## src/rtl/matrix_scan_ctrl_if.sv

```systemverilog
// Render-side port of the LED matrix scan controller: back-bank row writes,
// bank swap request/acknowledge and the frame-start marker.
interface matrix_scan_ctrl_if #(
  parameter int unsigned COLS = 16
);
  logic            wr_en;
  logic [2:0]      wr_row;
  logic [COLS-1:0] wr_data;
  logic            swap_req;
  logic            swap_ack;
  logic            frame_start;

  modport master (
    output wr_en, wr_row, wr_data, swap_req,
    input  swap_ack, frame_start
  );

  modport slave (
    input  wr_en, wr_row, wr_data, swap_req,
    output swap_ack, frame_start
  );
endinterface

```

## src/rtl/matrix_scan_ctrl.sv

```systemverilog
// Row-multiplexed LED matrix scanner with double-buffered framebuffer.
// Banks exchange only at the frame boundary so a partial frame is never shown.
module matrix_scan_ctrl #(
  parameter int unsigned ROWS  = 8,
  parameter int unsigned COLS  = 16,
  parameter int unsigned DWELL = 1024,
  parameter int unsigned BLANK = 16
) (
  input  logic                clk,
  input  logic                reset,
  matrix_scan_ctrl_if.slave   bus,
  output logic [7:0]          MATRIX_ROW,
  output logic [COLS-1:0]     MATRIX_COL
);

  localparam int unsigned CNT_MAX = (DWELL > BLANK) ? DWELL : BLANK;
  localparam int unsigned CNT_W   = (CNT_MAX > 1) ? $clog2(CNT_MAX) : 1;

  typedef enum logic {S_BLANK, S_ON} state_t;

  state_t           state, state_nxt;
  logic [CNT_W-1:0] cnt, cnt_nxt;
  logic [2:0]       row, row_nxt;
  logic             bank_sel, bank_sel_nxt;
  logic             pending, pending_nxt;
  logic             swap_c;
  logic             wr_hit_c;
  logic [7:0]       row_drv_nxt;
  logic [COLS-1:0]  col_drv_nxt;
  logic             frame_start_nxt;

  logic [COLS-1:0]  bank [2][ROWS];

  assign wr_hit_c = bus.wr_en && ({1'b0, bus.wr_row} < 4'(ROWS));

  // Scan sequencing, swap decision and next pin values
  always_comb begin
    state_nxt       = state;
    cnt_nxt         = cnt + 1'b1;
    row_nxt         = row;
    bank_sel_nxt    = bank_sel;
    pending_nxt     = pending | bus.swap_req;
    swap_c          = 1'b0;
    row_drv_nxt     = 8'hFF;
    col_drv_nxt     = '1;
    frame_start_nxt = 1'b0;

    case (state)
      S_BLANK: begin
        frame_start_nxt = (row == 3'd0) && (cnt == '0);
        if (cnt == CNT_W'(BLANK - 1)) begin
          state_nxt = S_ON;
          cnt_nxt   = '0;
        end
      end
      S_ON: begin
        row_drv_nxt = ~(8'd1 << row);
        col_drv_nxt = ~bank[bank_sel][row];
        if (cnt == CNT_W'(DWELL - 1)) begin
          state_nxt = S_BLANK;
          cnt_nxt   = '0;
          if (row == 3'(ROWS - 1)) begin
            // Frame boundary: the only point where the banks may exchange
            row_nxt = 3'd0;
            if (pending_nxt) begin
              swap_c       = 1'b1;
              bank_sel_nxt = ~bank_sel;
              pending_nxt  = 1'b0;
            end
          end else begin
            row_nxt = row + 3'd1;
          end
        end
      end
    endcase
  end

  always_ff @(posedge clk or posedge reset) begin
    if (reset) begin
      state           <= S_BLANK;
      cnt             <= '0;
      row             <= 3'd0;
      bank_sel        <= 1'b0;
      pending         <= 1'b0;
      MATRIX_ROW      <= 8'hFF;
      MATRIX_COL      <= '1;
      bus.swap_ack    <= 1'b0;
      bus.frame_start <= 1'b0;
      for (int r = 0; r < int'(ROWS); r++) begin
        bank[0][r] <= '0;
        bank[1][r] <= '0;
      end
    end else begin
      state           <= state_nxt;
      cnt             <= cnt_nxt;
      row             <= row_nxt;
      bank_sel        <= bank_sel_nxt;
      pending         <= pending_nxt;
      MATRIX_ROW      <= row_drv_nxt;
      MATRIX_COL      <= col_drv_nxt;
      bus.swap_ack    <= swap_c;
      bus.frame_start <= frame_start_nxt;
      // Writes go to the bank not currently selected for display
      if (wr_hit_c) begin
        bank[~bank_sel][bus.wr_row] <= bus.wr_data;
      end
    end
  end

endmodule

```

## src/flat_wrapper.sv

```systemverilog
// flat-port wrapper written by rule: the top's interface ports become plain ports
module matrix_scan_ctrl_flat 
#(
  parameter int unsigned ROWS  = 8,
  parameter int unsigned COLS  = 16,
  parameter int unsigned DWELL = 1024,
  parameter int unsigned BLANK = 16
)
  (clk, reset, MATRIX_ROW, MATRIX_COL, bus_wr_en, bus_wr_row, bus_wr_data, bus_swap_req, bus_swap_ack, bus_frame_start);
  matrix_scan_ctrl_if #(.COLS(COLS)) bus_i ();
  input  logic clk;
  input  logic reset;
  output logic [7:0] MATRIX_ROW;
  output logic [COLS-1:0] MATRIX_COL;
  input wire logic [$bits(bus_i.wr_en)-1:0] bus_wr_en;
  input wire logic [$bits(bus_i.wr_row)-1:0] bus_wr_row;
  input wire logic [$bits(bus_i.wr_data)-1:0] bus_wr_data;
  input wire logic [$bits(bus_i.swap_req)-1:0] bus_swap_req;
  output wire logic [$bits(bus_i.swap_ack)-1:0] bus_swap_ack;
  output wire logic [$bits(bus_i.frame_start)-1:0] bus_frame_start;
  assign bus_i.wr_en = bus_wr_en;
  assign bus_i.wr_row = bus_wr_row;
  assign bus_i.wr_data = bus_wr_data;
  assign bus_i.swap_req = bus_swap_req;
  assign bus_swap_ack = bus_i.swap_ack;
  assign bus_frame_start = bus_i.frame_start;
  matrix_scan_ctrl #(.ROWS(ROWS), .COLS(COLS), .DWELL(DWELL), .BLANK(BLANK)) u_core (.clk(clk), .reset(reset), .bus(bus_i), .MATRIX_ROW(MATRIX_ROW), .MATRIX_COL(MATRIX_COL));
endmodule
```

## config.mk

```make
export PLATFORM = sky130hd
export DESIGN_NAME = matrix_scan_ctrl_flat
export DESIGN_NICKNAME = d
export VERILOG_FILES = /design/src/rtl/matrix_scan_ctrl_if.sv /design/src/rtl/matrix_scan_ctrl.sv /design/src/flat_wrapper.sv
export SDC_FILE = /design/constraint.sdc
export NUM_CORES = 1
export LEC_CHECK = 0
export ABC_CLOCK_PERIOD_IN_PS = 9500
export CAP_MARGIN = 15
export CELL_PAD_IN_SITES_DETAIL_PLACEMENT = 1
export CELL_PAD_IN_SITES_GLOBAL_PLACEMENT = 1
export CORE_MARGIN = 2
export CORE_UTILIZATION = 45
export CTS_CLUSTER_DIAMETER = 80
export DETAILED_ROUTE_END_ITERATION = 12
export GPL_TIMING_DRIVEN = 0
export PLACE_DENSITY_LB_ADDON = 0.12
export SYNTH_ARGS = -nofsm -noshare
export SYNTH_HDL_FRONTEND = slang
export SYNTH_SLANG_ARGS = --single-unit
```

## constraint.sdc

```tcl
create_clock -name clk -period 9.5 [get_ports clk]
set_input_delay 1.9 -clock clk [delete_from_list [all_inputs] [get_ports clk]]
set_output_delay 1.9 -clock clk [all_outputs]
set_load 0.01 [all_outputs]
```

==> results by group <==
Finish
  • # nets final: 1018
  • Final Util: 53.4%
  • ANT cells: 0
  • Sequential cell area: 7490 um2
  • Area grow syn2layout: 16.8%
  • Fraction of layout cells with a size suffix above 1: 45.5%
  • Fillers: 2854
  • Non-Filler Instances: 1403
  • Commonest cells after routing, fill and taps aside: 274 x dfrtp_1, 250 x mux2_2, 47 x clkdlybuf4s50_1, 42 x mux4_2, 37 x clkbuf_16
  • Commonest non-fill, non-tap cell in the layout: dfrtp_1
  • Multi-input gate area: 5640 um2

STA
  • Period minus WS final: 3.91 ns
  • Sum Neg Setup Slack: 0 ns
  • Slew margin rel.: 26.8%
  • Final Hold Fails: 0
  • Fmax: 256 MHz
  • Slew at the pin closest to its max-slew limit: 1.09 ns
  • RSZ-0062 raised after global routing: false
  • # setup viols final: 0
  • Post-route clock skew: 0.0134 ns
  • Fin. max-slew vios: 0
  • Final worst path period share: 41.2%
  • Post-route setup slack: 5.59 ns

Place
  • Gpl congestion: 0.766
  • HPWL Detailed: 22600 um
  • PortBufs: 47
  • Place WS: 5.09 ns
  • Placed cells: 1341

Power
  • Combinational power share: 7.1%
  • Sw Share: 21.7%
  • Cell Int Power: 2.35 mW
  • Flop pwr share: 48.3%
  • Switching power: 651 uW
  • Peak supply drop: 0.000124 V
  • Power per Cell Area: 189 nW/um2
  • Clock share of power: 44.6%
  • Pwr Total: 3.00 mW
  • Pleak: 7.19 nW

Setup path
  • Worst EP required: 9.88 ns
  • Crit path capture type: flip-flop
  • Critical-path cell list: clkdlybuf4s50_1, nand2b_4, nor2_1, buf_4, mux2_2
  • Arrival time worst endpoint: 4.30 ns
  • Critical path's slowest cell: nor2_1
  • CP Buf/Inv Count: 2
  • CP startpoint kind: input port
  • Max FO, Critical Path: 10
  • Slowest stage delay, CP: 0.84 ns
  • Cell family with most CP delay: simple AND/OR/NAND/NOR gates
  • Crit Path Class: in2reg

Synth
  • Top post-synthesis cells by area: dfrtp_1 51%, mux2_2 21%, mux4_2 7.0%, dfstp_2 4.7%, mux2_4 3.3%
  • Syn_nets: 927
  • Synth top area share: 50.6%
  • Syn avg cell area: 15.1 um2
  • Post-synthesis register bit count: 298
  • Ys async rst share: 100%
  • Post-Syn Area: 13600 um2
  • Number of synthesized flops with an enable pin: 0
  • Syn Inst Count: 896
  • Post-synthesis cell type count: 47
  • Sequential area share after synthesis: 55.2%
  • Synthesis warning total: 0
  • Top_reg_cell synth: dfrtp_1
  • Yosys top cell by area: dfrtp_1

Global route
  • Initial antenna violation count: 0
  • Pin count of the biggest net entering global routing: 43
  • GR Util All Layers: 22.7%
  • Vias in the first global route: 8518
  • First-pass GRT wire length: 53100 um
  • Total grt overflow: 0

Clock network
  • # resized after CTS: 0
  • Clock Pin Slew Worst Setup and Hold Paths: 0.05 ns
  • Post-CTS Setup Bufs: 0
  • CTS tree: yes
  • Hold_buf cts: 0
  • Clock Sinks: 298
  • CTS Buf Count: 34
  • Clk root buf: clkbuf_16
  • Htree depth: 2
  • CTS Buffer Depth: 3
  • Worst skew pair latency: 0.51 ns

Die
  • Io pins: 49
  • Die Area: 31500 um2
  • Site Rows: 63
  • Initial Util: 45.7%
  • Core area: 29600 um2
  • DIE HEIGHT: 178 um
  • Die W: 178 um

Status
  • Status: completed

Job
  • Max-cap violations: 0

Drt
  • Drt pass-1 iters: 4
  • Drt drc: 0
  • Via-to-Cell Ratio: 5.58
  • ANT nets after route: 0
  • Post-Route WL: 34100 um
  • Initial DRC count: 351
  • DR vias: 7824
  • Routed wire per std cell: 24.3 um

Min path
  • HP Class: reg2reg
-- synthesized netlist by cell type (6+ instances only) --
library cell / instances
nor2b_1: 6
inv_1: 8
ha_1: 8
buf_6: 11
dfstp_2: 24
dfrtp_1: 274
nand2_1: 27
a21oi_1: 8
mux2_1: 6
a221oi_1: 7
xor2_1: 8
buf_4: 11
mux4_2: 42
o22ai_1: 21
mux2_2: 250
clkbuf_1: 23
nor2_1: 25
mux2i_1: 23
buf_2: 17
mux2_4: 30
nor3b_1: 7
-- worst paths after layout --
check,start,end,slack (ns),depth (start not counted)
worst max-delay path,bus_wr_row[1],u_core.bank[162],5.59,5
min in group asynchronous,reset,u_core.bank[94],1.75,2
worst max register to register,u_core.bank_sel,u_core.bank[162],6.99,5
worst min-delay path,u_core.bank[4],u_core.bank[4],0.49,1
worst min register to register,u_core.bank[4],u_core.bank[4],0.49,1
max in group asynchronous,reset,u_core.MATRIX_ROW[0],6.37,6
-- state kept, by name, indices dropped and copies added (netlist names) --
register and flops:
u_core.bus.swap_ack 1, u_core.state 1, u_core.bus.frame_start 1, u_core.pending 1, u_core.bank 256, u_core.cnt 10
u_core.row 3, u_core.MATRIX_ROW 8, u_core.bank_sel 1, u_core.MATRIX_COL 16
-- worst reg2reg max path, delay by kind of cell, from the launching register on --
family	cells	cell delay, ns
simple gates	2	0.93
buf+inv	2	0.67
flops	1	0.43
mux	1	0.38
-- routing by layer --
layer	part of all wire, %	vias up	track usage [%]
li1	-	3460	-
met1	46	4175	32.0
met2	48	140	37.5
met3	3.5	49	2.93
met4	2.1	0	5.74
met5	0	-	0
-- power groups by stage --
stage / combinational, mW / clock (mW) / sequential [mW]
global route: 0.236 / 1.42 / 1.46
CTS: 0.219 / 1.37 / 1.45
detailed placement: 0.218 / 0 / 1.47
finish: 0.214 / 1.34 / 1.45
floorplan: 0.163 / 0 / 1.45
global placement: 0.201 / 0 / 1.47
-- area by class of cell --
cell class                      instances  area share [%]
Timing Repair Buffer                   55            3.98
Sequential cell                       298            47.3
Multi-Input combinational cell        526            35.6
Clock inverter                          6           0.506
Clock buffer                           56            6.80
Inverter                                9           0.237
Tap cell                              390            3.08
Buffer                                 63            2.51
-- logic make-up (layout without fill, tap and decap cells) --
group | after synthesis | count (layout) | share of synthesized area [%]
fa+ha+maj | 8 | 8 | 0.738
buf+inv | 72 | 189 | 3.18
compound gates | 56 | 56 | 2.82
mux | 351 | 351 | 33.3
xor+xnor | 9 | 9 | 0.581
simple gates | 102 | 102 | 4.19
flops | 298 | 298 | 55.2
-- metrics by stage --
| step | hold slack [ns] | instance area, um2 |
|---|---|---|
| floorplan | 0.452 | 13600 |
| global placement | 0.471 | 14500 |
| CTS | 0.490 | 15800 |
| detailed placement | 0.473 | 14700 |
| global route | 0.512 | 15800 |
| finish | 0.487 | 15800 |
Note: power is estimated with default switching activity, not from simulation.
